$ cat src/rtl/rom_vector_fetch.sv
// rom_vector_fetch
//   Exception vector fetch sequencer in front of the boot ROM. Arbitrates
//   reset > NMI > IRQ. Reads the two vector bytes (low at base, high at
//   base+1) from the top of ROM. Offers the assembled address to the CPU's
//   PC-load logic over a valid/ready handshake.
//
// Ports
//   clk, rst            clock, asynchronous active-high reset
//   nmi_req             NMI request, rising-edge sensitive
//   irq_req, irq_mask   IRQ request (level) and CPU I flag (1 blocks IRQ)
//   rom_addr/cs/oe      ROM address, chip select, output enable
//   rom_data            ROM read data (only sampled while reading)
//   vec_valid/ready     handshake to the PC-load logic
//   vec_addr, vec_src   assembled vector {hi,lo}; source 01 rst/10 nmi/11 irq
//   busy                high whenever a fetch or hand-off is in progress
module rom_vector_fetch #(
  parameter int ADDR_WIDTH = 14,
  parameter int DATA_WIDTH = 8
) (
  input  logic                    clk,
  input  logic                    rst,
  input  logic                    nmi_req,
  input  logic                    irq_req,
  input  logic                    irq_mask,
  output logic [ADDR_WIDTH-1:0]   rom_addr,
  output logic                    rom_cs,
  output logic                    rom_oe,
  input  logic [DATA_WIDTH-1:0]   rom_data,
  output logic                    vec_valid,
  input  logic                    vec_ready,
  output logic [2*DATA_WIDTH-1:0] vec_addr,
  output logic [1:0]              vec_src,
  output logic                    busy
);

  typedef enum logic [1:0] {IDLE, RD_LO, RD_HI, VALID} state_t;

  localparam logic [1:0] SRC_NONE = 2'b00;
  localparam logic [1:0] SRC_RST  = 2'b01;
  localparam logic [1:0] SRC_NMI  = 2'b10;
  localparam logic [1:0] SRC_IRQ  = 2'b11;

  localparam logic [ADDR_WIDTH-1:0] ALL_ONES = '1;
  localparam logic [ADDR_WIDTH-1:0] NMI_BASE = ALL_ONES - ADDR_WIDTH'(5);
  localparam logic [ADDR_WIDTH-1:0] RST_BASE = ALL_ONES - ADDR_WIDTH'(3);
  localparam logic [ADDR_WIDTH-1:0] IRQ_BASE = ALL_ONES - ADDR_WIDTH'(1);

  state_t                state, state_next;
  logic [1:0]            src_q, sel_src;
  logic [ADDR_WIDTH-1:0] base_q, sel_base;
  logic [DATA_WIDTH-1:0] lo_q, hi_q;
  logic                  rst_pend, nmi_pend, nmi_prev;
  logic                  nmi_edge, handshake;

  assign nmi_edge  = nmi_req & ~nmi_prev;
  assign handshake = (state == VALID) & vec_ready;

  // Selection in IDLE. A fresh NMI edge counts in the same cycle it arrives,
  // so an NMI rising alongside a held IRQ wins immediately.
  // NOTE: every signal written here gets a default first, so no path can
  // leave it unassigned and infer a latch.
  always_comb begin
    state_next = state;
    sel_src    = SRC_NONE;
    sel_base   = '0;
    case (state)
      IDLE: begin
        if (rst_pend) begin
          sel_src  = SRC_RST;
          sel_base = RST_BASE;
        end else if (nmi_pend || nmi_edge) begin
          sel_src  = SRC_NMI;
          sel_base = NMI_BASE;
        end else if (irq_req && !irq_mask) begin
          sel_src  = SRC_IRQ;
          sel_base = IRQ_BASE;
        end
        if (sel_src != SRC_NONE) state_next = RD_LO;
      end
      RD_LO:   state_next = RD_HI;
      RD_HI:   state_next = VALID;
      VALID:   if (vec_ready) state_next = IDLE;
      default: state_next = IDLE;
    endcase
  end

  // NOTE: all sequential state uses non-blocking assignments so every
  // register samples pre-edge values regardless of block ordering.
  always_ff @(posedge clk or posedge rst) begin
    if (rst) begin
      state  <= IDLE;
      src_q  <= SRC_NONE;
      base_q <= '0;
      lo_q   <= '0;
      hi_q   <= '0;
    end else begin
      state <= state_next;
      // Source and base are committed at selection; later requests or IRQ
      // changes cannot disturb the fetch in progress.
      if (state == IDLE && sel_src != SRC_NONE) begin
        src_q  <= sel_src;
        base_q <= sel_base;
      end
      if (state == RD_LO) lo_q <= rom_data;
      if (state == RD_HI) hi_q <= rom_data;
    end
  end

  // Pending flags. Reset re-arms the reset vector and drops any NMI.
  always_ff @(posedge clk or posedge rst) begin
    if (rst) begin
      rst_pend <= 1'b1;
      nmi_pend <= 1'b0;
      nmi_prev <= 1'b0;
    end else begin
      nmi_prev <= nmi_req;
      if (handshake && src_q == SRC_RST) rst_pend <= 1'b0;
      // A new edge coinciding with the NMI handshake keeps the flag set.
      if (nmi_edge)                           nmi_pend <= 1'b1;
      else if (handshake && src_q == SRC_NMI) nmi_pend <= 1'b0;
    end
  end

  // Outputs decode only registered state; vec_ready never reaches them.
  assign rom_cs    = (state == RD_LO) || (state == RD_HI);
  assign rom_oe    = rom_cs;
  assign rom_addr  = (state == RD_LO) ? base_q :
                     (state == RD_HI) ? base_q + ADDR_WIDTH'(1) : '0;
  assign vec_valid = (state == VALID);
  assign vec_addr  = {hi_q, lo_q};
  assign vec_src   = src_q;
  assign busy      = (state != IDLE);

endmodule
$ cat config.mk
export PLATFORM = sky130hd
export DESIGN_NAME = rom_vector_fetch
export DESIGN_NICKNAME = d
export VERILOG_FILES = /design/src/rtl/rom_vector_fetch.sv
export SDC_FILE = /design/constraint.sdc
export NUM_CORES = 1
export LEC_CHECK = 0
export ABC_AREA = 1
export BUFFER_PORTS_ARGS = -buffer_cell sky130_fd_sc_hd__clkbuf_2
export CAP_MARGIN = 5
export CORE_MARGIN = 5
export CORE_UTILIZATION = 37
export DETAILED_ROUTE_END_ITERATION = 7
export GPL_TIMING_DRIVEN = 0
export PLACE_DENSITY_LB_ADDON = 0.05
export SLEW_MARGIN = 20
export SYNTH_ARGS = -nofsm -noshare
export SYNTH_HDL_FRONTEND = slang
export SYNTH_SLANG_ARGS = --single-unit
$ cat constraint.sdc
create_clock -name clk -period 3.27 [get_ports clk]
set_input_delay 0.4905 -clock clk [delete_from_list [all_inputs] [get_ports clk]]
set_output_delay 0.4905 -clock clk [all_outputs]
set_load 0.02 [all_outputs]
==> results.md <==
Run status:
- The flow ran to the end, and the final reports show no timing, DRC or antenna violations.

Place:
- The placer congestion estimate is 0.763.
- At the placement stage, the worst setup path has a slack of 0.938 ns.
- The placed wire-length estimate is 2.01 mm.
- Buffers placed on the I/O ports in this run total 49.

Min path:
- The critical hold path startpoint is nmi_req.
- The path type of the worst min-delay path is primary input to register.

Critical path:
- The capture point of the critical path is rom_addr[10].
- Data on the critical path is required at its endpoint by 2.78 ns.
- The worst setup path is launched from a register.
- The data arrival time of the critical path is 2.17 ns.
- In this design, the critical path's most frequently occurring cell is nor2_1.
- The signal on the critical path passes through inv_1 > ha_1 > buf_6 > nor2_1 > nor2_1 > buf_4 > clkbuf_2.
- In this run the worst setup path begins at state[0].
- The critical path crosses 7 cells after its start point.
- The delay of the slowest cell on the worst path is 0.47 ns.
- The slowest stage of the critical path is the nor2_1 cell.
- The total buffers and inverters traversed by the critical path is 4.
- The worst setup path is captured at an output port.
- The worst register-to-register path has a setup slack of 1.93 ns.
- The critical setup path kind is register to output port.
- The worst register-to-register path has a depth of 4.
- In this run the critical register-to-register path is captured at lo_q[0].
- The reg-to-reg critical path startpoint is state[1].
- The gate family responsible for the most delay along the worst path is buffers and inverters.
- In this run the worst path has a maximum fanout of 11.

Synth:
- After synthesis the netlist holds a flip-flop and latch count of 24.
- Counting instances in the post-synthesis netlist gives the leading cell types as nand2_1 (35), dfrtp_1 (23), inv_1 (14).
- The most common cell in the synthesized netlist is nand2_1.
- The most used flip-flop cell after synthesis is dfrtp_1.
- Of the synthesized area, sequential elements account for 49.1%.
- The count of warnings emitted by yosys is 0.
- The synthesized design spends more area on one cell type than any other, namely dfrtp_1.
- The number of nets in the synthesized netlist is 145.
- The number of instances in the synthesized netlist is 125.
- In the synthesized netlist the async set-or-reset flop fraction comes to 100%.
- Counting flops with a built-in enable in the synthesized netlist gives 0.
- A synthesized cell averages 9.80 um2.
- Yosys attributes the largest share of cell area to dfrtp_1 (47%), nand2_1 (11%), mux2_4 (9.8%).
- In this run the cell area of the synthesized design comes to 1220 um2.
- The distinct cell type count of the synthesized netlist is 19.
- The share of the synthesized area in the top cell type is 47.0%.

Finish:
- The multi-input logic area is 447 um2.
- Fill cells in the final layout number 328.
- The sequential cell area is 602 um2.
- After the last flow step, the layout net total stands at 199.
- The relative area change from synthesis to final layout is 27.5%.
- The proportion of layout cells with a drive suffix above 1 is 46.6%.
- 0 antenna diodes ended up in the layout.

Routing:
- The total via count after detailed routing is 940.
- The count of nets left with antenna violations once routing finished came out at 0.
- The final wirelength is 2.50 mm.
- The number of DRC markers in iteration 0 is 41.
- Dividing the detail-routed via count by the number of cells gives 4.23.
- Dividing the detail-routed wire length by the instance count gives 11.3 um.
- For this run, the detailed router's first-pass iteration total came to 4.
- For this run, design rule violations remaining after detail routing come to 0.

CTS:
- The clock sink count is 24.
- CTS built an H-tree with a depth of 1.
- Gates resized during post-CTS repair numbered 0.
- Clock tree synthesis inserted a total of 3 buffers.
- The clock root buffer master is clkbuf_4.
- The clock-pin slew on the worst setup and hold paths is 0.13 ns.
- The maximum buffer depth of the clock tree is 2.
- The number of setup buffers added after CTS is 0.
- The TritonCTS clock tree is done.
- The clock latency on the worst-skew pair is 0.31 ns.
- The number of buffers added to fix hold violations after cts is 0.

Timing:
- Setup repair after global routing left no endpoint under its margin.
- For the pin with the worst max-slew slack, the measured transition is 0.904 ns.
- The total count of hold-check failures in the final report came to 0.
- The number of slew-limit violations in the final report came to 0.
- The worst path needs 2.66 ns of the cycle, external delays included.
- The headroom to the max-slew limit is 39.6%.
- The clock skew is 0.00873 ns.
- The post-route fraction of the period consumed by the critical path is 81.4%.
- The setup TNS is 0 ns.
- The final worst slack is 0.609 ns.
- Timing would allow up to 0.376 GHz.
- Setup violations remaining at the end of the flow were counted as 0.

Power:
- The sequential group share of total power is 26.3%.
- Across the VDD grid, the largest voltage drop is 0.000554 V.
- The cell internal power dissipation is 1.05 mW.
- Summed over all nets, the switching power comes to 0.918 mW.
- The part of the power in the clock network is 7.8%.
- The fraction of power spent switching nets is 46.7%.
- The share of power burned in combinational logic is 65.9%.
- For this design the ratio of total power to cell area is 1260 nW/um2.
- Summed over all cells, the static leakage comes to 0.901 nW.

Die:
- After floorplanning, the core was divided into 20 placement rows.
- In this run the standard cell core region covers 3100 um2.
- The number of I/O pins is 50.
- The die width is 67.5 um.
- The vertical die dimension is 67.5 um.
- The initial standard-cell utilization of the core is 39.5%.
- The floorplan step defined a die boundary enclosing 4560 um2.

Flow run:
- Max-cap violations in this run came to 0.

Global route:
- The number of global-route vias before repair is 919.
- The total overflow left after global routing is 0.
- The initial antenna violation count came to 0.
- The aggregate global-route resource usage is 11.8%.
- The wire length of the first global-routing pass is 4.08 mm.
- The maximum number of pins on one net before global-route repair is 25.
[area by class of cell]
class / count / share of cell area, %
Sequential cell: 24 / 38.5
Multi-Input combinational cell: 71 / 28.6
Timing Repair Buffer: 49 / 15.7
Buffer: 15 / 7.69
Inverter: 15 / 3.61
Tap cell: 44 / 3.53
Clock buffer: 4 / 2.32
[how the worst min path moves through the flow]
| stage | endpoint | cells past startpoint | slack [ns] |
|---|---|---|---|
| finish | nmi_prev | 1 | 0.31 |
| floorplan | base_q[12] | 2 | 0.44 |
| global route | nmi_prev | 1 | 0.28 |
| CTS | nmi_prev | 1 | 0.30 |
| global placement | hi_q[4] | 2 | 0.45 |
| detailed placement | base_q[12] | 2 | 0.46 |
[worst register-to-register path, cell delays in order (launching register included)]
cell and delay [ns]:
dfrtp_1 0.45, inv_1 0.13, ha_1 0.17, buf_6 0.17, mux2_4 0.31
[cells in the final DEF, fill, tap and decap left out]
master,Yosys,routed
inv_1,14,14
o21ai_0,1,1
clkbuf_2,0,49
nor3_1,2,2
mux2_4,8,8
or2_2,1,1
dfstp_2,1,1
nand2_2,2,2
a21boi_1,1,1
inv_2,1,1
clkbuf_8,0,1
nand3_1,4,4
nand3b_1,1,1
dfrtp_1,23,23
nor2_1,8,8
o21bai_2,1,1
buf_4,13,13
buf_6,2,2
ha_1,6,6
nand3_2,1,1
clkbuf_4,0,3
nand2_1,35,35
[through the flow]
step / hold slack [ns] / instance area [um2] / util [%] / cells / total power, mW
6_report: 0.313 / 1560 / 50.3 / 222 / 1.97
5_1_grt: 0.283 / 1560 / 50.3 / 222 / 2.12
4_1_cts: 0.299 / 1560 / 50.3 / 222 / 2.00
3_5_place_dp: 0.456 / 1530 / 49.2 / 218 / 1.84
3_3_place_gp: 0.452 / 1530 / 49.2 / 218 / 1.82
2_1_floorplan: 0.438 / 1220 / - / 125 / 1.47
[logic make-up after synthesis]
kind of cell / count (synthesis) / share of synthesized area [%]
fa+ha+maj: 6 / 6.13
mux: 8 / 9.81
compound gates: 3 / 1.94
flops: 24 / 49.1
buf+inv: 30 / 14.4
simple gates: 54 / 18.6
[flip-flops by register name, summed over array words and instances (netlist names)]
| register | flops |
|---|---|
| hi_q | 8 |
| nmi_prev | 1 |
| rst_pend | 1 |
| vec_src | 1 |
| lo_q | 8 |
| nmi_pend | 1 |
| base_q | 2 |
| state | 2 |
[power groups by stage]
| stage | Combinational, mW | Clock [mW] | Sequential (mW) |
|---|---|---|---|
| final | 1.29 | 0.154 | 0.517 |
| after CTS | 1.32 | 0.160 | 0.519 |
| after global placement | 1.30 | 0 | 0.519 |
| after floorplan | 0.831 | 0 | 0.637 |
| after global routing | 1.41 | 0.174 | 0.539 |
| after detailed placement | 1.31 | 0 | 0.527 |
[layer usage]
layer / global-route usage, % / share of wire [%] / wire length (um)
met1: 13.2 / 44 / 1090
met2: 21.5 / 46 / 1160
met3: 4.16 / 9.4 / 234
met4: 2.28 / 0.76 / 19
met5: 0 / 0 / 0
Power figures use the tool's default switching activity.
